## src/rtl/square_share_arbiter.sv

```systemverilog
// square_share_arbiter
//   Shares a single DW-bit squaring datapath among NREQ requesters using
//   round-robin arbitration. Each accepted operand is squared and parked,
//   tagged with its requester id, in a single-entry output register that
//   honours backpressure from the consumer.
//
// Ports
//   clk        rising-edge clock
//   rst_n      asynchronous active-low reset
//   req_valid  per-requester operand valid
//   req_data   packed operands, requester i in bits [i*DW +: DW]
//   req_ready  one-hot grant (combinational)
//   res_valid  output register holds a result
//   res_data   square of the accepted operand, 2*DW bits
//   res_id     requester index that produced res_data
//   res_ready  consumer takes the result this cycle
//   done_cnt   wrapping count of completed result handshakes
module square_share_arbiter #(
  parameter int NREQ  = 4,
  parameter int ID_W  = 2,
  parameter int DW    = 3,
  parameter int CNT_W = 8
) (
  input  logic                clk,
  input  logic                rst_n,
  input  logic [NREQ-1:0]     req_valid,
  input  logic [NREQ*DW-1:0]  req_data,
  output logic [NREQ-1:0]     req_ready,
  output logic                res_valid,
  output logic [2*DW-1:0]     res_data,
  output logic [ID_W-1:0]     res_id,
  input  logic                res_ready,
  output logic [CNT_W-1:0]    done_cnt
);

  // Zero-extend before multiplying so the full 2*DW-bit product is kept.
  function automatic logic [2*DW-1:0] square_f(input logic [DW-1:0] op);
    logic [2*DW-1:0] ext;
    ext = {{DW{1'b0}}, op};
    return ext * ext;
  endfunction

  logic                res_valid_r;
  logic [2*DW-1:0]     res_data_r;
  logic [ID_W-1:0]     res_id_r;
  logic [ID_W-1:0]     last_id_r;
  logic [CNT_W-1:0]    done_cnt_r;

  logic                slot_free_s;
  logic                found_s;
  logic [ID_W-1:0]     winner_s;
  logic [NREQ-1:0]     grant_s;
  logic                accept_s;
  logic                drain_s;
  logic [DW-1:0]       op_s;

  // The output slot can take a new result if empty or being emptied now.
  assign slot_free_s = !res_valid_r | res_ready;
  assign drain_s     = res_valid_r & res_ready;

  // Round-robin search starting just after the last winner, wrapping at NREQ.
  always_comb begin
    int unsigned     sum_v;
    logic [ID_W-1:0] idx_v;
    logic            hit_v;
    found_s  = 1'b0;
    winner_s = '0;
    sum_v    = 0;
    idx_v    = '0;
    hit_v    = 1'b0;
    for (int k = 1; k <= NREQ; k++) begin
      sum_v    = (int'(last_id_r) + k) % NREQ;
      idx_v    = ID_W'(sum_v);
      hit_v    = !found_s && req_valid[idx_v];
      winner_s = hit_v ? idx_v : winner_s;
      found_s  = found_s | hit_v;
    end
  end

  // Grant is withheld during reset and whenever the output slot is blocked.
  always_comb begin
    grant_s = '0;
    if (rst_n && slot_free_s && found_s) begin
      grant_s = {{(NREQ-1){1'b0}}, 1'b1} << winner_s;
    end else begin
      grant_s = '0;
    end
  end

  assign req_ready = grant_s;
  assign accept_s  = |(req_valid & grant_s);

  // Operand mux for the winning requester; depends only on the grant index.
  always_comb begin
    op_s = '0;
    for (int i = 0; i < NREQ; i++) begin
      op_s = op_s | ((winner_s == ID_W'(i)) ? req_data[i*DW +: DW] : {DW{1'b0}});
    end
  end

  // Output register: a new accept overwrites, otherwise a drain empties it
  // while leaving data and id untouched.
  always_ff @(posedge clk or negedge rst_n) begin
    if (!rst_n) begin
      res_valid_r <= 1'b0;
      res_data_r  <= '0;
      res_id_r    <= '0;
      last_id_r   <= ID_W'(NREQ - 1);
    end else if (accept_s) begin
      res_valid_r <= 1'b1;
      res_data_r  <= square_f(op_s);
      res_id_r    <= winner_s;
      last_id_r   <= winner_s;
    end else if (drain_s) begin
      res_valid_r <= 1'b0;
    end else begin
      res_valid_r <= res_valid_r;
    end
  end

  // Completed-handshake counter, wraps naturally.
  always_ff @(posedge clk or negedge rst_n) begin
    if (!rst_n) begin
      done_cnt_r <= '0;
    end else if (drain_s) begin
      done_cnt_r <= done_cnt_r + CNT_W'(1);
    end else begin
      done_cnt_r <= done_cnt_r;
    end
  end

  assign res_valid = res_valid_r;
  assign res_data  = res_data_r;
  assign res_id    = res_id_r;
  assign done_cnt  = done_cnt_r;

endmodule

```

## config.mk

```make
export PLATFORM = sky130hd
export DESIGN_NAME = square_share_arbiter
export DESIGN_NICKNAME = d
export VERILOG_FILES = /design/src/rtl/square_share_arbiter.sv
export SDC_FILE = /design/constraint.sdc
export NUM_CORES = 1
export LEC_CHECK = 0
export CORE_MARGIN = 4
export CORE_UTILIZATION = 39
export CTS_CLUSTER_SIZE = 8
export DETAILED_ROUTE_END_ITERATION = 7
export MAX_ROUTING_LAYER = met4
export PLACE_DENSITY = 0.76
export RECOVER_POWER = 50
export SLEW_MARGIN = 30
export SYNTH_ARGS = -nofsm -noshare
export SYNTH_HDL_FRONTEND = slang
export SYNTH_SLANG_ARGS = --single-unit
export TNS_END_PERCENT = 1
```

## constraint.sdc

```tcl
create_clock -name clk -period 2.4 [get_ports clk]
set_input_delay 0.24 -clock clk [delete_from_list [all_inputs] [get_ports clk]]
set_output_delay 0.24 -clock clk [all_outputs]
set_load 0.005 [all_outputs]
```

# Word-level counts from Yosys, hierarchy flattened
# Index checks and enable logic that the tools add are counted.
# W data, S select, Z words.
[word_totals]
input_bits = 19
out_inout_bits = 21
reg_bits = 19
word_cells = 59
[op_classes]
n_eq_ne = 3
n_shift = 1
n_mul = 1
n_lt_le_gt_ge = 4
n_reduce_logical = 12
bitwise_logic = 9
muxes = 19
n_addsub = 5
[ops]
columns = ["cell", "n"]
rows = [
  ["$lt A2 B3 Y1 const B", 4],
  ["$mux W3", 4],
  ["$or A3 B3 Y3", 3],
  ["$add A8 B1 Y8 const B", 1],
  ["$bmux W1 S2", 4],
  ["$mux W2", 4],
  ["$mul A3 B3 Y6", 1],
  ["$mux W1", 6],
  ["$logic_and A1 B1 Y1", 5],
  ["$add A2 B1 Y2 const B", 2],
  ["$add A2 B2 Y2 const B", 2],
  ["$and A4 B4 Y4", 1],
  ["$eq A2 B2 Y1 const B", 2],
  ["$logic_not A1 Y1", 4],
  ["$mux W4", 1],
  ["$or A1 B1 Y1", 4],
  ["$reduce_or A4 Y1", 1],
  ["$shl A1 B2 Y4 const A", 1],
  ["$eq A2 B1 Y1 const B", 1],
  ["$logic_not A2 Y1", 1],
  ["$reduce_bool A2 Y1", 1],
  ["$and A1 B1 Y1", 1],
]

# Longest topological paths before layout
[depth]
depth_word = 18
ltp_mapped = 10
depth_no_buf = 9

# Worst setup path before layout
# Ideal clock, no wire load.
[synth_path]
path_type = "reg-to-reg"
startpoint = "register last_id_r[1]"
endpoint = "register res_data_r[4] (netlist: res_data[4])"
setup_time_ns = 0.069
t_required_ns = 2.331
period_less_slack_ns = 2.529
arrival_time_ns = 2.460
path_slack_ns = -0.129
stages_incl_launch_ff = 10
n_path_buf = 1
cell_sequence = "dfstp_2 -> mux2i_1 -> o22ai_1 -> or2_1 -> buf_6 -> o32ai_1 -> nor2_1 -> ha_1 -> or4_1 -> nand3_1"
[synth_via]
elab_chain_len = 18
elab_cells_between_ends = 42
cone_classes = "add/sub (4); mul (1); eq/ne (3); shift (1); mux (17); bitwise (7); reduce/logical (9)"
[synth_rtl]
columns = ["item", "line_no", "source"]
rows = [
  ["start: declaration", "46", "logic [ID_W-1:0] last_id_r;"],
  ["start signal: assignment", "108", "last_id_r <= ID_W'(NREQ - 1);"],
  ["start signal: assignment", "113", "last_id_r <= winner_s;"],
  ["$add A2 B1 Y2", "72", "sum_v = (int'(last_id_r) + k) % NREQ;"],
  ["$bmux W1 S2", "74", "hit_v = !found_s && req_valid[idx_v];"],
  ["$mux W1 (not written as such)", "74", ""],
  ["$logic_not A1 Y1", "74", ""],
  ["$logic_and A1 B1 Y1", "74", ""],
  ["$or A1 B1 Y1", "76", "found_s = found_s | hit_v;"],
  ["$logic_not A1 Y1", "74", ""],
  ["$logic_and A1 B1 Y1", "74", ""],
  ["$or A1 B1 Y1", "76", ""],
  ["$logic_not A1 Y1", "74", ""],
  ["$logic_and A1 B1 Y1", "74", ""],
  ["$mux W2", "75", "winner_s = hit_v ? idx_v : winner_s;"],
  ["$eq A2 B1 Y1 or $logic_not A2 Y1 (tied branches)", "97", "op_s = op_s | ((winner_s == ID_W'(i)) ? req_data[i*DW +: DW] : {DW{1'b0}});"],
  ["$mux W3", "97", ""],
  ["$or A3 B3 Y3 (3 in series)", "97", ""],
  ["$mul A3 B3 Y6", "40", "return ext * ext;"],
  ["end signal: assignment", "111", "res_data_r <= square_f(op_s);"],
  ["end: declaration", "44", "logic [2*DW-1:0] res_data_r;"],
]
# Several ways; a longest one is shown, not always the timed one. The select of a mux whose other input is x is not followed.
# A chain may end at the register's enable or synchronous reset.

# Worst setup path after layout
# Ends and elaborated chain as after synthesis.

==> results.yml <==
status:
  status: "complete, but fails checks"
  violations: "negative setup slack"
drt:
  drt_pre_antenna_iters: 4
  routed_wl_mm: 2.90
  num_vias: 1057
  drc: 0
  antenna_left: 0
  avgRoutedWirePerCell_um: 14.9
  via_per_inst: 5.42
  drt-initial-drc-count: 32
critical_path:
  cp.required_ns: 2.63
  r2r_start: "last_id_r[1]"
  r2r_slack_ns: -0.17
  end_kind: "register"
  worstSetupStartpoint: "last_id_r[1]"
  cp_max_fo: 4
  path_class: "reg -> reg"
  cp-start-kind: "register"
  arrival_ns: 2.80
placed_design:
  dpl_cell_area_mm2: 0.00160
  dpl.cell_count: 190
  dp_hpwl_mm: 2.23
  gp_congestion: 0.873
  numPortBuffers: 38
logic_synthesis:
  ys_warn_count: 0
  postSynthCellCount: 108
  synth-async-reset-ratio: 1.00
  syn_area_per_cell_um2: 9.55
  synth_top_area_share: 0.388
  ys_top_cells_by_area: "dfrtp_1 39%, nand2_1 5.5%, dfstp_2 5.1%"
  synth_area_mm2: 0.00103
  synth-edff-count: 0
  synth_seq_cells: 18
  ys_types: 37
  synth_nets: 129
  yosys_most_used_dff: "dfrtp_1"
  yosysTopAreaCell: "dfrtp_1"
  synth_seq_area_share: 0.439
timing:
  relSlewSlack: 0.480
  fin_crit_ns: 2.57
  rsz0062_at_grt: "true"
  slew_violations: 0
  fin_hold_ws_ns: 0.224
  finalClockSkew_ns: 0.000903
  tightestPinTransition_ns: 0.780
  setup-violations-final: 1
  hold_viol: 0
  setup_slack_ns: -0.165
  clock.fmax_mhz: 390
  fin_crit_sh: 1.07
power:
  peakVddDrop_mv: 0.481
  p_per_area_mw_per_mm2: 849
  internal-power_uw: 963
  power.total_uw: 1450
  p_clk_frac: 0.124
  p_sw_uw: 489
  p_leak_uw: 0.000792
  p_sw_frac: 0.337
  p_seq_frac: 0.350
  combPwrFrac: 0.526
worst_hold_path:
  hold_path_class: "in -> async"
cts:
  clk_pin_slew_ns: 0.10
  cts_tree: "yes"
  clock-sinks: 18
  postCtsHoldBufs: 0
  htreeDepth: 1
  clk_latency_ns: 0.29
  clk_root_buffer_cell: "clkbuf_4"
  clock_path_buffers: 2
  cts_made_buffers: 3
global_routing:
  grt_use_met1: 0.202
  grt_pass1_vias: 1059
  grt_remaining_overflow: 0
  top_usage_layer: "met2"
  grt_max_degree: 18
  grtUsageTotal: 0.171
  gr-usage-met2: 0.303
  grt_pass1_wl_mm: 4.55
  antenna_found_initial: 0
  use_met3: 0.0174
final_layout:
  area_delta_synth_final_pct: 65.8
  diodes: 0
  layout_commonest_cell: "clkdlybuf4s50_1"
  layout.nets: 187
  final_layout_size_suffix_gt1_frac: 0.279
  fin_area_mm2: 0.00171
  instances_no_fill: 195
  final_cell_mix: "32 x clkdlybuf4s50_1, 16 x dfrtp_1, 16 x buf_4"
  post-route-util: 0.684
die:
  coreArea_mm2: 0.00250
  rows: 18
  die-area_mm2: 0.00353
  die_w_um: 59.4
  die-height_um: 59.4
  design.portCount: 40
  start_util: 0.412
job:
  drv_cap: 0
## power by group through the flow
stage | clock [µW] | combinational [µW] | sequential, µW
finish | 180 | 764 | 508
floorplan | 0 | 317 | 506
detailed placement | 0 | 705 | 510
CTS | 187 | 722 | 505
global route | 202 | 828 | 525
global placement | 0 | 679 | 504
## path summary, 6_finish.rpt
path,end,cells past startpoint
setup reg to reg,res_data[4],9
setup / recovery,res_data[4],9
min in group clk,done_cnt[7],1
hold / removal,res_id[1],1
hold reg to reg,done_cnt[7],1
max in group asynchronous,done_cnt[7],2
## layout make-up
cell class | count | area [µm²]
multi-input combinational | 83 | 657
inverter | 4 | 15.0
fill | 198 | 791
tap | 30 | 37.5
clock buffer | 4 | 36.3
sequential | 18 | 453
timing repair buffer | 56 | 510
## cell families after synthesis
kind of cell / share of synthesized area
AO/OA/AOI/OAI: 0.172
XOR/XNOR: 0.0595
adder cells (fa/ha/maj): 0.0243
buffers and inverters: 0.0364
flip-flops: 0.439
multiplexers: 0.0510
other: 0.00364
AND/OR/NAND/NOR: 0.214
## synth_stat cells (2+ instances only)
master	instances
a21o_1	2
a21oi_1	3
a21oi_2	2
dfrtp_1	16
dfstp_2	2
ha_1	2
inv_1	4
mux2_2	2
mux2i_1	3
nand2_1	15
nand2b_1	4
nand3_1	4
nor2_1	8
nor3_1	5
nor3b_1	2
o31a_1	4
o32ai_1	4
or4_1	2
xnor2_1	4
xor2_1	3
## sequential cells by signal, indices dropped and copies added, names as in the netlist
register,cells
res_valid,1
last_id_r,2
res_data,5
res_id,2
done_cnt,8
## worst max-delay path: stages, from the launching register on
cell and delay [ns]:
dfstp_2 0.60, mux2i_2 0.24, o22ai_2 0.11, or2_4 0.29, buf_6 0.14, o32ai_4 0.28
nor2_2 0.07, ha_2 0.18, or4_4 0.51, nand3_2 0.07
## per-stage QoR
step / setup TNS (ns) / setup slack [ns]
floorplan: 0 / 0.00174
global route: -0.307 / -0.265
global placement: -0.629 / -0.222
detailed placement: -1.12 / -0.414
CTS: -0.464 / -0.158
finish: -0.165 / -0.165
## layer usage
metal	vias up	wire length (µm)
li1	497	-
met1	494	1130
met2	59	1470
met3	7	252
met4	0	44
met5	-	0
## timing repair
action	CTS	global route
pin swaps	1	6
buffers inserted	0	1
gates resized for setup	6	19
setup endpoints to repair	5	5
No activity file was read; power rests on OpenSTA's default activity.
